## config.mk

```make
export PLATFORM = sky130hd
export DESIGN_NAME = vctrl_seq
export DESIGN_NICKNAME = d
export VERILOG_FILES = /design/src/rtl/vctrl_pkg.sv /design/src/rtl/vctrl_decode.sv /design/src/rtl/vctrl_seq.sv
export SDC_FILE = /design/constraint.sdc
export NUM_CORES = 1
export LEC_CHECK = 0
export CORE_MARGIN = 2
export CORE_UTILIZATION = 30
export CTS_CLUSTER_DIAMETER = 80
export DETAILED_ROUTE_END_ITERATION = 7
export GPL_ROUTABILITY_DRIVEN = 1
export HOLD_SLACK_MARGIN = 0.02
export PLACE_DENSITY = 0.67
export SYNTH_ARGS = -nofsm -noshare
export SYNTH_HDL_FRONTEND = slang
export SYNTH_SLANG_ARGS = --single-unit
```

## constraint.sdc

```tcl
create_clock -name clk_i -period 2.4 [get_ports clk_i]
set_input_delay 0.48 -clock clk_i [delete_from_list [all_inputs] [get_ports clk_i]]
set_output_delay 0.48 -clock clk_i [all_outputs]
set_load 0.01 [all_outputs]
```

## src/rtl/vctrl_pkg.sv

```systemverilog
// Shared definitions for the vector-aware control sequencer: opcodes, ALUOp classes,
// the registered control bundle and the sequencer FSM states.
package vctrl_pkg;

  localparam logic [6:0] OPC_ADDI   = 7'b0010011;
  localparam logic [6:0] OPC_RTYPE  = 7'b0110011;
  localparam logic [6:0] OPC_BRANCH = 7'b1100011;
  localparam logic [6:0] OPC_LOAD   = 7'b0000011;
  localparam logic [6:0] OPC_STORE  = 7'b0100011;
  localparam logic [6:0] OPC_OPV    = 7'b1010111;
  localparam logic [6:0] OPC_VLOAD  = 7'b0000111;
  localparam logic [6:0] OPC_VSTORE = 7'b0100111;

  typedef enum logic [1:0] {
    ALU_ADD   = 2'b00,
    ALU_SUB   = 2'b01,
    ALU_RTYPE = 2'b10,
    ALU_IMM   = 2'b11
  } alu_op_e;

  typedef struct packed {
    logic    reg_write;
    logic    vreg_write;
    logic    mem_rd;
    logic    mem_wr;
    logic    vmem_wr;
    logic    branch;
    logic    mem_to_reg;
    logic    alu_src;
    logic    imm_select;
    logic    reg_dst;
    alu_op_e alu_op;
    logic    illegal;
  } ctrl_t;

  localparam ctrl_t CTRL_NONE = '0;

  typedef enum logic [1:0] {
    IDLE,
    SCALAR,
    VEC
  } state_e;

endpackage

```

## src/rtl/vctrl_decode.sv

```systemverilog
// Combinational opcode-to-control-bundle decode.
// Vector memory opcodes are decoded only when VCTRL_VMEM_EN is defined.
module vctrl_decode
  import vctrl_pkg::*;
(
  input  logic [6:0] opcode_i,
  output ctrl_t      ctrl_o,
  output logic       vec_o
);

  always_comb begin
    ctrl_o = CTRL_NONE;
    vec_o  = 1'b0;
    case (opcode_i)
      OPC_ADDI: begin
        ctrl_o.alu_op    = ALU_IMM;
        ctrl_o.alu_src   = 1'b1;
        ctrl_o.reg_write = 1'b1;
        ctrl_o.reg_dst   = 1'b1;
      end
      OPC_RTYPE: begin
        ctrl_o.alu_op    = ALU_RTYPE;
        ctrl_o.reg_write = 1'b1;
        ctrl_o.reg_dst   = 1'b1;
      end
      OPC_BRANCH: begin
        ctrl_o.alu_op  = ALU_SUB;
        ctrl_o.alu_src = 1'b1;
        ctrl_o.branch  = 1'b1;
      end
      OPC_LOAD: begin
        ctrl_o.alu_src    = 1'b1;
        ctrl_o.mem_rd     = 1'b1;
        ctrl_o.mem_to_reg = 1'b1;
        ctrl_o.reg_write  = 1'b1;
      end
      OPC_STORE: begin
        ctrl_o.alu_src    = 1'b1;
        ctrl_o.mem_wr     = 1'b1;
        ctrl_o.imm_select = 1'b1;
      end
      OPC_OPV: begin
        ctrl_o.vreg_write = 1'b1;
        ctrl_o.reg_dst    = 1'b1;
        vec_o             = 1'b1;
      end
`ifdef VCTRL_VMEM_EN
      OPC_VLOAD: begin
        ctrl_o.mem_rd     = 1'b1;
        ctrl_o.mem_to_reg = 1'b1;
        ctrl_o.vreg_write = 1'b1;
        ctrl_o.alu_src    = 1'b1;
        vec_o             = 1'b1;
      end
      OPC_VSTORE: begin
        ctrl_o.vmem_wr    = 1'b1;
        ctrl_o.alu_src    = 1'b1;
        ctrl_o.imm_select = 1'b1;
        vec_o             = 1'b1;
      end
`endif
      default: ctrl_o.illegal = 1'b1;
    endcase
  end

endmodule

```

## src/rtl/vctrl_seq.sv

```systemverilog
// Control sequencer: registers decoded bundles and splits vector ops into LANES-wide beats.
// Define VCTRL_VMEM_EN to sequence vector load/store opcodes.
module vctrl_seq
  import vctrl_pkg::*;
#(
  parameter int unsigned LANES = 4,
  parameter int unsigned ELEN  = 32,
  parameter int unsigned VLEN  = 256,
  localparam int unsigned VLMAX = VLEN / ELEN,
  localparam int unsigned VLW   = $clog2(VLMAX) + 1,
  localparam int unsigned BW    = $clog2(VLMAX / LANES) + 1
) (
  input  logic             clk_i,
  input  logic             rst_n_i,
  input  logic             instr_valid_i,
  input  logic [31:0]      instr_i,
  input  logic [VLW-1:0]   vl_i,
  output logic             instr_ready_o,
  output logic             ctrl_valid_o,
  input  logic             ctrl_ready_i,
  output logic             RegWrite_o,
  output logic             VRegWrite_o,
  output logic             MemRd_o,
  output logic             MemWr_o,
  output logic             VMemWr_o,
  output logic             Branch_o,
  output logic             MemToReg_o,
  output logic             ALUSrc_o,
  output logic             immSelect_o,
  output logic             RegDst_o,
  output logic [1:0]       ALUOp_o,
  output logic [BW-1:0]    beat_idx_o,
  output logic             last_o,
  output logic [LANES-1:0] lane_mask_o,
  output logic             busy_o,
  output logic             illegal_o
);

  state_e           state_q, state_d;
  ctrl_t            ctrl_q, ctrl_d, dec_ctrl;
  logic             dec_vec;
  logic             valid_q, valid_d;
  logic             last_q, last_d;
  logic [BW-1:0]    beat_q, beat_d;
  logic [BW-1:0]    last_idx_q, last_idx_d;
  logic [VLW-1:0]   vl_q, vl_d, vl_eff;
  logic [LANES-1:0] mask_q, mask_d;
  logic             accept, hs;
  logic             unused_instr;

  assign unused_instr = ^instr_i[31:7];

  vctrl_decode u_decode (
    .opcode_i (instr_i[6:0]),
    .ctrl_o   (dec_ctrl),
    .vec_o    (dec_vec)
  );

  function automatic logic [BW-1:0] last_beat(input logic [VLW-1:0] vl);
    int unsigned nb;
    nb = (32'(vl) + LANES - 1) / LANES;
    return BW'(nb - 1);
  endfunction

  // Tail beat keeps only the lanes still covered by vl; a full tail keeps all lanes.
  function automatic logic [LANES-1:0] tail_mask(input logic [VLW-1:0] vl);
    logic [LANES-1:0] m;
    int unsigned rem;
    rem = 32'(vl) % LANES;
    if (rem == 0) rem = LANES;
    for (int unsigned i = 0; i < LANES; i++) m[i] = (i < rem);
    return m;
  endfunction

  assign vl_eff        = (vl_i > VLW'(VLMAX)) ? VLW'(VLMAX) : vl_i;
  assign instr_ready_o = (state_q != VEC) && (!valid_q || ctrl_ready_i);
  assign accept        = instr_valid_i && instr_ready_o;
  assign hs            = valid_q && ctrl_ready_i;

  always_comb begin
    state_d    = state_q;
    ctrl_d     = ctrl_q;
    valid_d    = valid_q;
    last_d     = last_q;
    beat_d     = beat_q;
    last_idx_d = last_idx_q;
    vl_d       = vl_q;
    mask_d     = mask_q;
    case (state_q)
      IDLE, SCALAR: begin
        // Consuming the current bundle first lets a same-cycle accept overwrite it.
        if (hs) begin
          state_d = IDLE;
          valid_d = 1'b0;
          ctrl_d  = CTRL_NONE;
          last_d  = 1'b0;
          beat_d  = '0;
          mask_d  = '1;
        end
        if (accept) begin
          if (!dec_vec) begin
            state_d = SCALAR;
            ctrl_d  = dec_ctrl;
            valid_d = 1'b1;
            last_d  = 1'b0;
            beat_d  = '0;
            mask_d  = '1;
          end else if (vl_eff != '0) begin
            state_d    = VEC;
            ctrl_d     = dec_ctrl;
            valid_d    = 1'b1;
            beat_d     = '0;
            vl_d       = vl_eff;
            last_idx_d = last_beat(vl_eff);
            last_d     = (last_idx_d == '0);
            mask_d     = last_d ? tail_mask(vl_eff) : '1;
          end
        end
      end
      VEC: begin
        if (hs) begin
          if (last_q) begin
            state_d = IDLE;
            valid_d = 1'b0;
            ctrl_d  = CTRL_NONE;
            last_d  = 1'b0;
            beat_d  = '0;
            mask_d  = '1;
          end else begin
            beat_d = beat_q + 1'b1;
            last_d = (beat_d == last_idx_q);
            mask_d = last_d ? tail_mask(vl_q) : '1;
          end
        end
      end
      default: state_d = IDLE;
    endcase
  end

  always_ff @(posedge clk_i or negedge rst_n_i) begin
    if (!rst_n_i) begin
      state_q    <= IDLE;
      ctrl_q     <= CTRL_NONE;
      valid_q    <= 1'b0;
      last_q     <= 1'b0;
      beat_q     <= '0;
      last_idx_q <= '0;
      vl_q       <= '0;
      mask_q     <= '1;
    end else begin
      state_q    <= state_d;
      ctrl_q     <= ctrl_d;
      valid_q    <= valid_d;
      last_q     <= last_d;
      beat_q     <= beat_d;
      last_idx_q <= last_idx_d;
      vl_q       <= vl_d;
      mask_q     <= mask_d;
    end
  end

  assign ctrl_valid_o = valid_q;
  assign RegWrite_o   = ctrl_q.reg_write;
  assign VRegWrite_o  = ctrl_q.vreg_write;
  assign MemRd_o      = ctrl_q.mem_rd;
  assign MemWr_o      = ctrl_q.mem_wr;
  assign VMemWr_o     = ctrl_q.vmem_wr;
  assign Branch_o     = ctrl_q.branch;
  assign MemToReg_o   = ctrl_q.mem_to_reg;
  assign ALUSrc_o     = ctrl_q.alu_src;
  assign immSelect_o  = ctrl_q.imm_select;
  assign RegDst_o     = ctrl_q.reg_dst;
  assign ALUOp_o      = ctrl_q.alu_op;
  assign illegal_o    = ctrl_q.illegal;
  assign beat_idx_o   = beat_q;
  assign last_o       = last_q;
  assign lane_mask_o  = mask_q;
  assign busy_o       = (state_q == VEC);

endmodule

```

==> summary.md, run 1 <==
| Metric | Value |
|---|---|
| Status | `complete, no violations` |
| Hold slack | `0.487 ns` |
| Clock Latency Late Sink | `0.28 ns` |
| I/O Pins | `63` |
| Critical Path Stages | `4` |
| Asr flop ratio synth | `1.00` |
| Final setup violation count | `0` |
| Post-synth EDFFs | `0` |
| Vias in the first global route | `1445` |
| Tot GR Track Use | `0.142` |
| Synth unique cells | `52` |
| Final Hold Vio Count | `0` |
| Final #Nets | `274` |
| Multiplexer share of the synthesized area | `0.0458` |
| Actual slew at the worst max-slew pin | `0.506 ns` |
| DIE WIDTH | `78.6 microns` |
| Cell family with most CP delay | `buffers and inverters` |
| M1 GR Usage | `0.199` |
| Rows | `27` |
| Overflow after GRT | `0` |
| Clock slew at reported path FFs | `0.10 ns` |
| Iteration-0 DRC Markers | `110` |
| Reg2reg setup slack | `0.58 ns` |
| Register area share after synthesis | `0.408` |
| Share of cells above drive strength 1 | `0.168` |
| Core box area | `0.00544 sq mm` |
| Post-DP HPWL | `3.24 mm` |
| Clock skew | `0.00168 ns` |
| Post-synthesis adder-cell area fraction | `0.0525` |
| Hold Startpoint | `immSelect_o$_DFFE_PN0P_` |
| Primary FF master, synth | `dfrtp_1` |
| Wire per inst | `14.1 microns` |
| Crit path to | `instr_ready_o` |
| Initial antenna violation count | `0` |
| LEAKAGE | `0.00108 uW` |
| Worst VDD drop | `204 uV` |
| Worst Setup End Kind | `output pin` |
| Critical Path Max Stage Delay | `0.54 ns` |
| CP required | `1.92 ns` |
| Setup crit start | `ctrl_ready_i` |
| Worst path bufs/invs | `2` |
| Fillers | `519` |
| Headroom to the max-slew limit | `0.662` |
| Postcts setup bufs | `0` |
| P&R area growth vs syn | `39.2%` |
| Met2 GRT Util | `0.225` |
| MaxCap Viol Count | `0` |
| Min Tclk post-route | `2.30 ns` |
| TritonRoute pass-1 iters | `4` |
| Max Fclk | `435 MHz` |
| CTS Buf Count | `3` |
| Largest family of logic cells by synthesized area | `simple AND/OR/NAND/NOR gates` |
| Crit path max fanout | `4` |
| Synthesis-stage register bit count | `27` |
| ANT nets after route | `0` |
| Port-buffer cells | `37` |
| CTS tree | `yes` |
| Reg2Reg Depth | `4` |
| Clock Sinks | `27` |
| Initial Utilization | `0.307` |
| Die height | `78.6 microns` |
| Total number of vias | `1506` |
| Synth Area in Simple Gates | `0.230` |
| Synth Area in Compound Gates | `0.211` |
| Synthesized cell area | `0.00167 sq mm` |
| Power, Total | `962 uW` |
| Worst-path cell chain | `clkdlybuf4s50_1, nand2b_1, and2_1, clkdlybuf4s50_1` |
| Number of antenna diodes | `0` |
| Largest net degree at the start of global routing | `28` |
| PwrDens | `414 mW/mm^2` |
| Die area | `0.00617 sq mm` |
| GR peak layer | `met2` |
| DRC | `0` |
| Hold_buf cts | `0` |
| CP Launch Type | `primary input` |
| Most numerous cell on the critical path | `clkdlybuf4s50_1` |
| Routed vias/inst | `5.05` |
| CP max stage cell | `clkdlybuf4s50_1` |
| GP Congestion | `0.801` |
| Critical path type | `in -> out` |
| Htree depth | `1` |
| RSZ-0062 raised after global routing | `false` |
| Top cell type's share of synthesized area | `0.345` |
| Overall routed net length | `4.20 mm` |
| XOR/XNOR share of the synthesized area | `0.0105` |
| Max-slew violations | `0` |
| Ys Warns | `0` |
| Hold WC Path Type | `reg -> reg` |
| Final worst-path cycle share | `0.959` |
| Post-synthesis area per instance | `9.93 sq um` |
| Worst EP arrival | `1.82 ns` |
| Root buf cell | `clkbuf_8` |
| Mapped Nets | `215` |
| Max clock buf depth | `2` |
| Reg-to-reg startpoint | `beat_idx_o[1]$_DFFE_PN0P_` |
| Met3 Usage GRT | `0.0149` |
| Main area contributors after synthesis | `dfrtp_1 35%, dfstp_2 6.3%, ha_1 5.3%` |
| First-pass GRT wire length | `7.02 mm` |
| Synth Instances | `168` |
| Post-CTS sizing | `0` |
| Worst r2r dst | `lane_mask_o[2]$_DFFE_PN1P_` |
| Area leader, netlist | `dfrtp_1` |
## flip-flops by register name, summed over array words and instances (netlist names)
register,count
vl_q,2
lane_mask_o,4
beat_idx_o,2
Branch_o,1
last_o,1
RegDst_o,1
RegWrite_o,1
VMemWr_o,1
MemWr_o,1
immSelect_o,1
illegal_o,1
MemRd_o,1
state_q,2
last_idx_q,2
ALUSrc_o,1
VRegWrite_o,1
MemToReg_o,1
ctrl_valid_o,1
ALUOp_o,2
## report_power, final
group          internal, uW  total (uW)  switching (uW)  leakage, uW
Sequential              470         484            14.3     0.000340
Combinational           111         211             100     0.000720
Clock                   117         266             150    0.0000255
## per-layer routing
metal  vias up  routed length [microns]
li1        736                        -
met1       734                     2030
met2        28                     1980
met3         8                       93
met4         0                       89
met5         -                        0
## cell type report
class	count	area [sq um]	area share
clock buffer	3	41.3	0.0178
sequential	27	681	0.293
timing repair buffer	60	556	0.239
tap	72	90.1	0.0388
inverter	9	33.8	0.0145
multi-input combinational	126	916	0.394
clock inverter	1	5.00	0.00216
## cell families after synthesis
group           after synthesis
simple gates                 65
compound gates               45
buf+inv                      15
mux                           7
xor+xnor                      2
fa+ha+maj                     7
flops                        27
## synth_stat cells, types with 4 or more instances
master,n
dfstp_2,4
a21o_1,4
o21ai_0,7
nand3_1,6
and2_1,4
a21oi_1,4
o2bb2ai_1,4
mux2i_1,5
nor2_1,14
nor3_1,4
nand2_1,9
o31ai_1,4
ha_1,7
nand2b_1,9
dfrtp_1,23
inv_1,9
## stage by stage
step / cells / setup TNS [ns] / utilization / cell area (sq um) / setup slack [ns]
2_1_floorplan: 168 / 0 / - / 1670 / 0.326
3_3_place_gp: 294 / -1.07 / 0.418 / 2280 / -0.0852
3_5_place_dp: 294 / -0.949 / 0.418 / 2280 / -0.123
4_1_cts: 298 / 0 / 0.427 / 2320 / 0.0904
5_1_grt: 298 / 0 / 0.427 / 2320 / 0.0443
6_report: 298 / 0 / 0.427 / 2320 / 0.0989
## worst min path at each step
| stage | to | slack (ns) | depth (start not counted) |
|---|---|---|---|
| finish | immSelect_o$_DFFE_PN0P_ | 0.49 | 1 |
| global route | immSelect_o$_DFFE_PN0P_ | 0.51 | 1 |
| CTS | immSelect_o$_DFFE_PN0P_ | 0.49 | 1 |
| detailed placement | immSelect_o$_DFFE_PN0P_ | 0.47 | 1 |
| global placement | immSelect_o$_DFFE_PN0P_ | 0.46 | 1 |
| floorplan | ALUOp_o[0]$_DFFE_PN0P_ | 0.18 | 0 |
## cell usage in the layout, fill, tap and decap left out, types with 2 or more instances in the layout
cell type	count
and3b_1	2
a22o_1	2
clkbuf_8	3
buf_4	22
a21o_1	4
o221ai_1	2
mux2i_1	5
o21a_1	2
a32o_1	3
o211ai_1	2
o2bb2ai_1	4
dfstp_2	4
nand3_1	6
ha_1	7
nand2b_1	9
nor3_1	4
nor2b_1	2
clkdlybuf4s50_1	37
a21oi_1	4
a222oi_1	2
o31ai_1	4
or3b_1	2
and2_1	4
nor2_1	14
o21ai_0	7
nand3b_1	2
nand2_1	9
inv_1	9
xnor2_1	2
nor4b_1	2
dfrtp_1	23
(Power assumes the default switching activity.)
==> run 2, diff against run 1 <==
--- a/config.mk
+++ b/config.mk
@@ -7,3 +7,4 @@
 export LEC_CHECK = 0
-export CORE_MARGIN = 2
+export ABC_AREA = 1
+export CORE_MARGIN = 8
 export CORE_UTILIZATION = 30
@@ -13,3 +14,3 @@
 export HOLD_SLACK_MARGIN = 0.02
-export PLACE_DENSITY = 0.67
+export PLACE_DENSITY = 0.66
 export SYNTH_ARGS = -nofsm -noshare
==> constraint.sdc (replaced) <==
create_clock -name clk_i -period 2.4 [get_ports clk_i]
set_input_delay 0.36 -clock clk_i [delete_from_list [all_inputs] [get_ports clk_i]]
set_output_delay 0.36 -clock clk_i [all_outputs]
set_load 0.01 [all_outputs]
==> run 2 against run 1 <==
Against the previous run: wire length rose by 9.2%; clock power rose by 6%; sequential power fell by 6.0%; clock skew rose by 0.0021 ns; die area rose by 40%; count of clock-buffer cells in the layout did not move; area after synthesis rose by 6.9%; power fell by 13%; final cell count rose by 30%; sequential share of layout area fell by 0.96 points; core utilization fell by 1.4 points; fmax rose by 6.0%; critical path type is now in -> reg; largest power group unchanged.
==> summary.md, run 2 <==
| Metric | Value |
|---|---|
| Clk pwr share | `0.337 (was 0.277)` |
| Htree depth | `1 (unchanged)` |
| Status | `complete, no violations (unchanged)` |
| Overflow after GRT | `0 (unchanged)` |
| Max Fclk | `461 MHz (was 435 MHz)` |
| Mapped Nets | `307 (was 215)` |
| Flop pwr share | `0.544 (was 0.504)` |
| Total number of vias | `1764 (was 1506)` |
| Multiplexer share of the synthesized area | `0 (was 0.0458)` |
| Tot GR Track Use | `0.112 (was 0.142)` |
| Post-synthesis area per instance | `6.86 sq um (was 9.93 sq um)` |
| TritonRoute pass-1 iters | `4 (unchanged)` |
| Rows | `28 (was 27)` |
| First-pass GRT wire length | `8.08 mm (was 7.02 mm)` |
| ANT nets after route | `0 (unchanged)` |
| CP max stage cell | `clkdlybuf4s50_1 (unchanged)` |
| Worst path bufs/invs | `4 (was 2)` |
| Worst VDD drop | `219 uV (was 204 uV)` |
| Initial antenna violation count | `0 (unchanged)` |
| Synthesized cell area | `0.00178 sq mm (was 0.00167 sq mm)` |
| Post-synth EDFFs | `0 (unchanged)` |
| Share of cells above drive strength 1 | `0.141 (was 0.168)` |
| Final Hold Vio Count | `0 (unchanged)` |
| XOR/XNOR share of the synthesized area | `0.00982 (was 0.0105)` |
| Worst-path cell chain | `clkdlybuf4s50_1, or2_4, o21ai_1, nand2_1, ha_2, inv_2, xor2_1, inv_1, ha_2, nand2_1, inv_1, nand2_1, nand2_1, nand2_1, nand2_1, nand2_1, nand3_1, nand2_1 (was clkdlybuf4s50_1, nand2b_1, and2_1, clkdlybuf4s50_1)` |
| Number of antenna diodes | `0 (unchanged)` |
| Asr flop ratio synth | `1.00 (unchanged)` |
| PwrDens | `348 mW/mm^2 (was 414 mW/mm^2)` |
| Hold WC Path Type | `in -> async (was reg -> reg)` |
| Actual slew at the worst max-slew pin | `0.400 ns (was 0.506 ns)` |
| Most common cell after layout, fill and taps aside | `nand2_1 (was clkdlybuf4s50_1)` |
| Synth cell count leaders | `114 x nand2_1, 30 x inv_1, 23 x dfrtp_1, 21 x nand3_1, 14 x nor2_1 (was 23 x dfrtp_1, 14 x nor2_1, 9 x inv_1, 9 x nand2_1, 9 x nand2b_1)` |
| Most frequent cell after synthesis | `nand2_1 (was dfrtp_1)` |
| P&R area growth vs syn | `34.7% (was 39.2%)` |
| Worst EP arrival | `2.40 ns (was 1.82 ns)` |
| Core box area | `0.00582 sq mm (was 0.00544 sq mm)` |
| Cell family with most CP delay | `simple AND/OR/NAND/NOR gates (was buffers and inverters)` |
| Hold slack | `0.448 ns (was 0.487 ns)` |
| Psw | `212 uW (was 264 uW)` |
| Post-synthesis adder-cell area fraction | `0.0491 (was 0.0525)` |
| Critical Path Max Stage Delay | `0.42 ns (was 0.54 ns)` |
| Clock Sinks | `27 (unchanged)` |
| Synth Area in Simple Gates | `0.400 (was 0.230)` |
| Ys Warns | `0 (unchanged)` |
| Synth Area in Compound Gates | `0.0786 (was 0.211)` |
| Final worst-path cycle share | `0.904 (was 0.959)` |
| Largest net degree at the start of global routing | `28 (unchanged)` |
| DIE WIDTH | `93.1 microns (was 78.6 microns)` |
| Critical path type | `in -> reg (was in -> out)` |
| Pre-CTS setup slack | `-0.256 ns (was -0.123 ns)` |
| Final #Nets | `361 (was 274)` |
| Register area share after synthesis | `0.382 (was 0.408)` |
| Root buf cell | `clkbuf_8 (unchanged)` |
| Post-DP HPWL | `3.52 mm (was 3.24 mm)` |
| Crit path max fanout | `4 (unchanged)` |
| Clock skew | `0.00377 ns (was 0.00168 ns)` |
| Comb pwr share | `0.119 (was 0.219)` |
| CTS tree | `yes (unchanged)` |
| Iteration-0 DRC Markers | `52 (was 110)` |
| Port-buffer cells | `37 (unchanged)` |
| Initial Utilization | `0.307 (about the same)` |
| Min Tclk post-route | `2.17 ns (was 2.30 ns)` |
| Routed vias/inst | `4.55 (was 5.05)` |
| Max clock buf depth | `2 (unchanged)` |
| Vias in the first global route | `1775 (was 1445)` |
| Commonest non-fill, non-tap cells in the layout | `114 x nand2_1, 36 x clkdlybuf4s50_1, 29 x inv_1 (was 37 x clkdlybuf4s50_1, 23 x dfrtp_1, 22 x buf_4)` |
| Headroom to the max-slew limit | `0.732 (was 0.662)` |
| Largest family of logic cells by synthesized area | `simple AND/OR/NAND/NOR gates (unchanged)` |
| Clock slew at reported path FFs | `0.10 ns (about the same)` |
| Switching Share | `0.253 (was 0.275)` |
| DRC | `0 (unchanged)` |
| I/O Pins | `63 (unchanged)` |
| Synth Instances | `260 (was 168)` |
| CP required | `2.63 ns (was 1.92 ns)` |
| CP Launch Type | `primary input (unchanged)` |
| Pint | `624 uW (was 697 uW)` |
| Primary FF master, synth | `dfrtp_1 (unchanged)` |
| Max-slew violations | `0 (unchanged)` |
| Synthesis-stage register bit count | `27 (unchanged)` |
| MaxCap Viol Count | `0 (unchanged)` |
| GP Congestion | `0.882 (was 0.801)` |
| Synth unique cells | `28 (was 52)` |
| CTS Buf Count | `3 (unchanged)` |
| Clock Latency Late Sink | `0.28 ns (about the same)` |
| Wire per inst | `11.8 microns (was 14.1 microns)` |
| Final setup violation count | `0 (unchanged)` |
| Die area | `0.00867 sq mm (was 0.00617 sq mm)` |
| Area leader, netlist | `dfrtp_1 (unchanged)` |
| Largest register FFs | `4 (unchanged)` |
| Final worst slack | `0.230 ns (was 0.0989 ns)` |
| Worst Setup End Kind | `flip-flop (was output pin)` |
| Top cell type's share of synthesized area | `0.323 (was 0.345)` |
| Overall routed net length | `4.58 mm (was 4.20 mm)` |
| Most numerous cell on the critical path | `nand2_1 (was clkdlybuf4s50_1)` |
| LEAKAGE | `0.00127 uW (was 0.00108 uW)` |
| Main area contributors after synthesis | `dfrtp_1 32%, nand2_1 24%, inv_1 6.3% (was dfrtp_1 35%, dfstp_2 6.3%, ha_1 5.3%)` |
| Die height | `93.1 microns (was 78.6 microns)` |
==> run 2: cell count changes in the layout (fill, tap and decap cells not counted), moves of 5 or more <==
cell | previous run | this run
nand2b_1 | 9 | 0
inv_1 | 9 | 29
nand3_1 | 6 | 21
buf_4 | 22 | 14
nand2_1 | 9 | 114
mux2i_1 | 5 | 0
inv_2 | 0 | 5
==> run 2: repair_timing <==
item / in CTS / in global routing
endpoints found under the hold margin: 0 / 0
resized for setup: 0 / 6
hold buffers: 0 / 0
buffers inserted: 0 / 1
endpoints found under the setup margin: 0 / 9
==> run 2: power groups by stage <==
stage / logic (uW) / clock network, uW / registers, uW
floorplan: 34.8 / 0 / 464
global placement: 93.6 / 0 / 464
detailed placement: 94.7 / 0 / 464
CTS: 95.0 / 283 / 455
global route: 112 / 302 / 455
finish: 99.3 / 281 / 455
==> run 2: final timing paths <==
path / cells after the start / from / slack, ns / endpoint
setup / recovery: 18 / vl_i[1] / 0.23 / lane_mask_o[2]$_DFFE_PN1P_
hold / removal: 2 / rst_n_i / 0.45 / Branch_o$_DFFE_PN0P_
setup reg to reg: 7 / state_q[1]$_DFFE_PN0P_ / 0.89 / MemRd_o$_DFFE_PN0P_
hold reg to reg: 2 / illegal_o$_DFFE_PN0P_ / 0.48 / illegal_o$_DFFE_PN0P_
max in group asynchronous: 2 / rst_n_i / 1.64 / lane_mask_o[3]$_DFFE_PN1P_
min in group clk_i: 2 / illegal_o$_DFFE_PN0P_ / 0.48 / illegal_o$_DFFE_PN0P_
==> run 2: through the flow <==
stage                TNS, ns  std cells  power [uW]   util  area (sq um)
finish                     0        388         836  0.413          2400
global route        -0.00974        388         869  0.413          2400
CTS                        0        387         833  0.410          2380
detailed placement     -2.44        383         558  0.401          2330
global placement       -1.93        383         557  0.401          2330
floorplan                  0        260         499      -          1780
==> run 2: metal layers <==
| metal | up-vias | share of wire | global-route usage | wire, microns |
|---|---|---|---|---|
| met1 | 802 | 0.46 | 0.143 | 2100 |
| met2 | 45 | 0.46 | 0.179 | 2090 |
| met5 | - | 0 | 0 | 0 |
| li1 | 913 | - | - | - |
| met4 | 0 | 0.0087 | 0.0188 | 40 |
| met3 | 4 | 0.076 | 0.0417 | 350 |
==> run 2: final cells by class <==
type                    instances  area, sq um
clock buffers                   3         41.3
flip-flops and latches         27          681
repair buffers                 51          478
multi-input cells             196          966
inverters                      35          134
clock inverters                 1         7.51
fillers                       640         3410
well taps                      75         93.8
==> run 2: cells by family (layout without fill, tap and decap cells) <==
kind of cell | Yosys count | in the layout
buffers and inverters | 37 | 90
AND/OR/NAND/NOR | 165 | 165
AO/OA/AOI/OAI | 22 | 22
flip-flops | 27 | 27
adder cells (fa/ha/maj) | 7 | 7
XOR/XNOR | 2 | 2
==> variant: new RTL, flow settings as in run 2 <==
Build with the macro `VCTRL_VMEM_EN` defined.
--- a/src/rtl/vctrl_decode.sv
+++ b/src/rtl/vctrl_decode.sv
@@ -2,2 +2,4 @@
 // Vector memory opcodes are decoded only when VCTRL_VMEM_EN is defined.
+`define VCTRL_VMEM_EN
+
 module vctrl_decode
Function: changed (a bounded check fails within 4 cycles, from zero or initial values and one cycle with rst_n_i low).
==> variant against run 2 <==
- hold slack better by 0.0087 ns
- design area rose by 6.2%
- sequential cell count is the same
- worst setup slack worse by 0.16 ns
- critical path depth shrank 2
- clock power shrank 4%
- area after synthesis rose by 10%
- largest cell class unchanged
- synthesized cell count is 8.1% higher
- wire length rose by 6.3%
- power hardly changed
- utilization is 1.1 points lower
==> variant: results (changes against run 2) <==
[outcome]
run_status = completed

[placed_design]
preCtsSetupSlack_ns = -0.2943  ; -0.03866 ns
dp_hpwl_mm = 3.775  ; +7.4%
place.gp.congestion = 0.8466  ; -4.0%
dp.cells = 400  ; +4.4%
dpl_cell_area_mm2 = 0.002477  ; +6.1%

[grt]
met2_usage_pct = 18.39  ; +0.46 points
grt_usage_pct = 10.35  ; -0.87 points
use_met1_pct = 12.19  ; -2.1 points
grt_util_met3_pct = 2.560  ; -1.6 points
grt_pass1_vias = 1865  ; +5.1%
grt_pass1_wl_mm = 8.431  ; +4.4%

[power_and_ir_drop]
switching_share_pct = 25.13  ; -0.20 points
ir_drop_uv = 275.0  ; +26%
power.leakage_nw = 1.324  ; +4.5%

[drt]
drt_iter0_drc = 77  ; +48%
wl_met2_mm = 2.419  ; +16%
drt_wl_total_mm = 4.871  ; +6.3%
wl_met1_mm = 2.238  ; +6.7%
met3_length_um = 177  ; -49%
via_per_inst = 4.593  ; +1.0%

[yosys]
ys.flop_type = dfrtp_1
synth-compound-area-share_pct = 10.62  ; +2.8 points
synthTopCellsByCount = nand2_1, inv_1, dfrtp_1
synth_seq_area_share_pct = 34.58  ; -3.6 points
yosysUniqueCellTypes = 37  ; +32%
synthAdderAreaFrac_pct = 4.450  ; -0.46 points
netlist_top_cells_area = dfrtp_1, nand2_1, dfstp_2, inv_1, nand3_1
postSynthCellCount = 281  ; +8.1%
synth_xor_area_share_pct = 1.780  ; +0.80 points
syn-num-nets = 328  ; +6.8%

[clock_tree]
cts_setup_buffers = 0  ; unchanged
cts_root_buf = clkbuf_8
h-tree-depth = 1  ; unchanged
clk_pin_slew_ns = 0.10  ; about the same

[critical_path]
slowest_stage = clkdlybuf4s50_1
worst-path-max-fanout = 5  ; +1
worst_ep_arrival_time_ns = 2.50  ; +0.10 ns
slowest_delay_ns = 0.44  ; +0.02 ns

[min_path]
hold_class = in2async

[sta]
slew_headroom_pct = 61.77  ; -11 points
fin_worst_skew_ns = 0.002773  ; -0.0009984 ns

[layout]
fin_cells = 405  ; +4.4%
drive_above_1_share_pct = 16.77  ; +2.7 points
fin_nets = 376  ; +4.2%

-- variant: changes by cell type after synthesis, moves of 3 or more --
cell | before | now
o21ai_1 | 2 | 13
nand2_1 | 114 | 104
inv_2 | 4 | 11
inv_1 | 30 | 26
nand2_2 | 2 | 6
a31oi_1 | 0 | 3
nand3_1 | 21 | 18
nor2_1 | 14 | 17
-- variant: critical path, delay by kind of cell --
family,cells,cell delay [ns]
xor gates and xnor gates,1,0.14
and+or+nand+nor,6,0.70
buffers and inverters,4,0.67
adders and majority gates,2,0.38
AOI/OAI and AO/OA,3,0.25
-- variant: path summary, 6_finish.rpt --
| kind | start | endpoint | slack (ns) | depth (start not counted) |
|---|---|---|---|---|
| hold reg to reg | lane_mask_o[1] | lane_mask_o[1] | 0.48 | 2 |
| hold / removal | rst_n_i | vl_q[0] | 0.46 | 2 |
| min in group clk_i | lane_mask_o[1] | lane_mask_o[1] | 0.48 | 2 |
| setup reg to reg | state_q[1] | illegal_o | 0.57 | 7 |
| setup / recovery | vl_i[0] | last_o | 0.07 | 16 |
| max in group asynchronous | rst_n_i | lane_mask_o[3] | 1.65 | 2 |
-- variant: power by group through the flow --
stage	combinational, mW	sequential (mW)	clock (mW)
after floorplan	0.0430	0.464	0
after global placement	0.0983	0.464	0
after detailed placement	0.101	0.464	0
after CTS	0.101	0.455	0.284
after global routing	0.124	0.455	0.309
final	0.109	0.455	0.271
-- variant: layout make-up --
| type | instances | area [um2] |
|---|---|---|
| clock buffers | 3 | 41.29 |
| flip-flops and latches | 27 | 680.7 |
| fillers | 640 | 3800 |
| well taps | 77 | 96.34 |
| inverters | 37 | 138.9 |
| clock inverters | 1 | 7.507 |
| multi-input cells | 211 | 1125 |
| repair buffers | 49 | 460.4 |
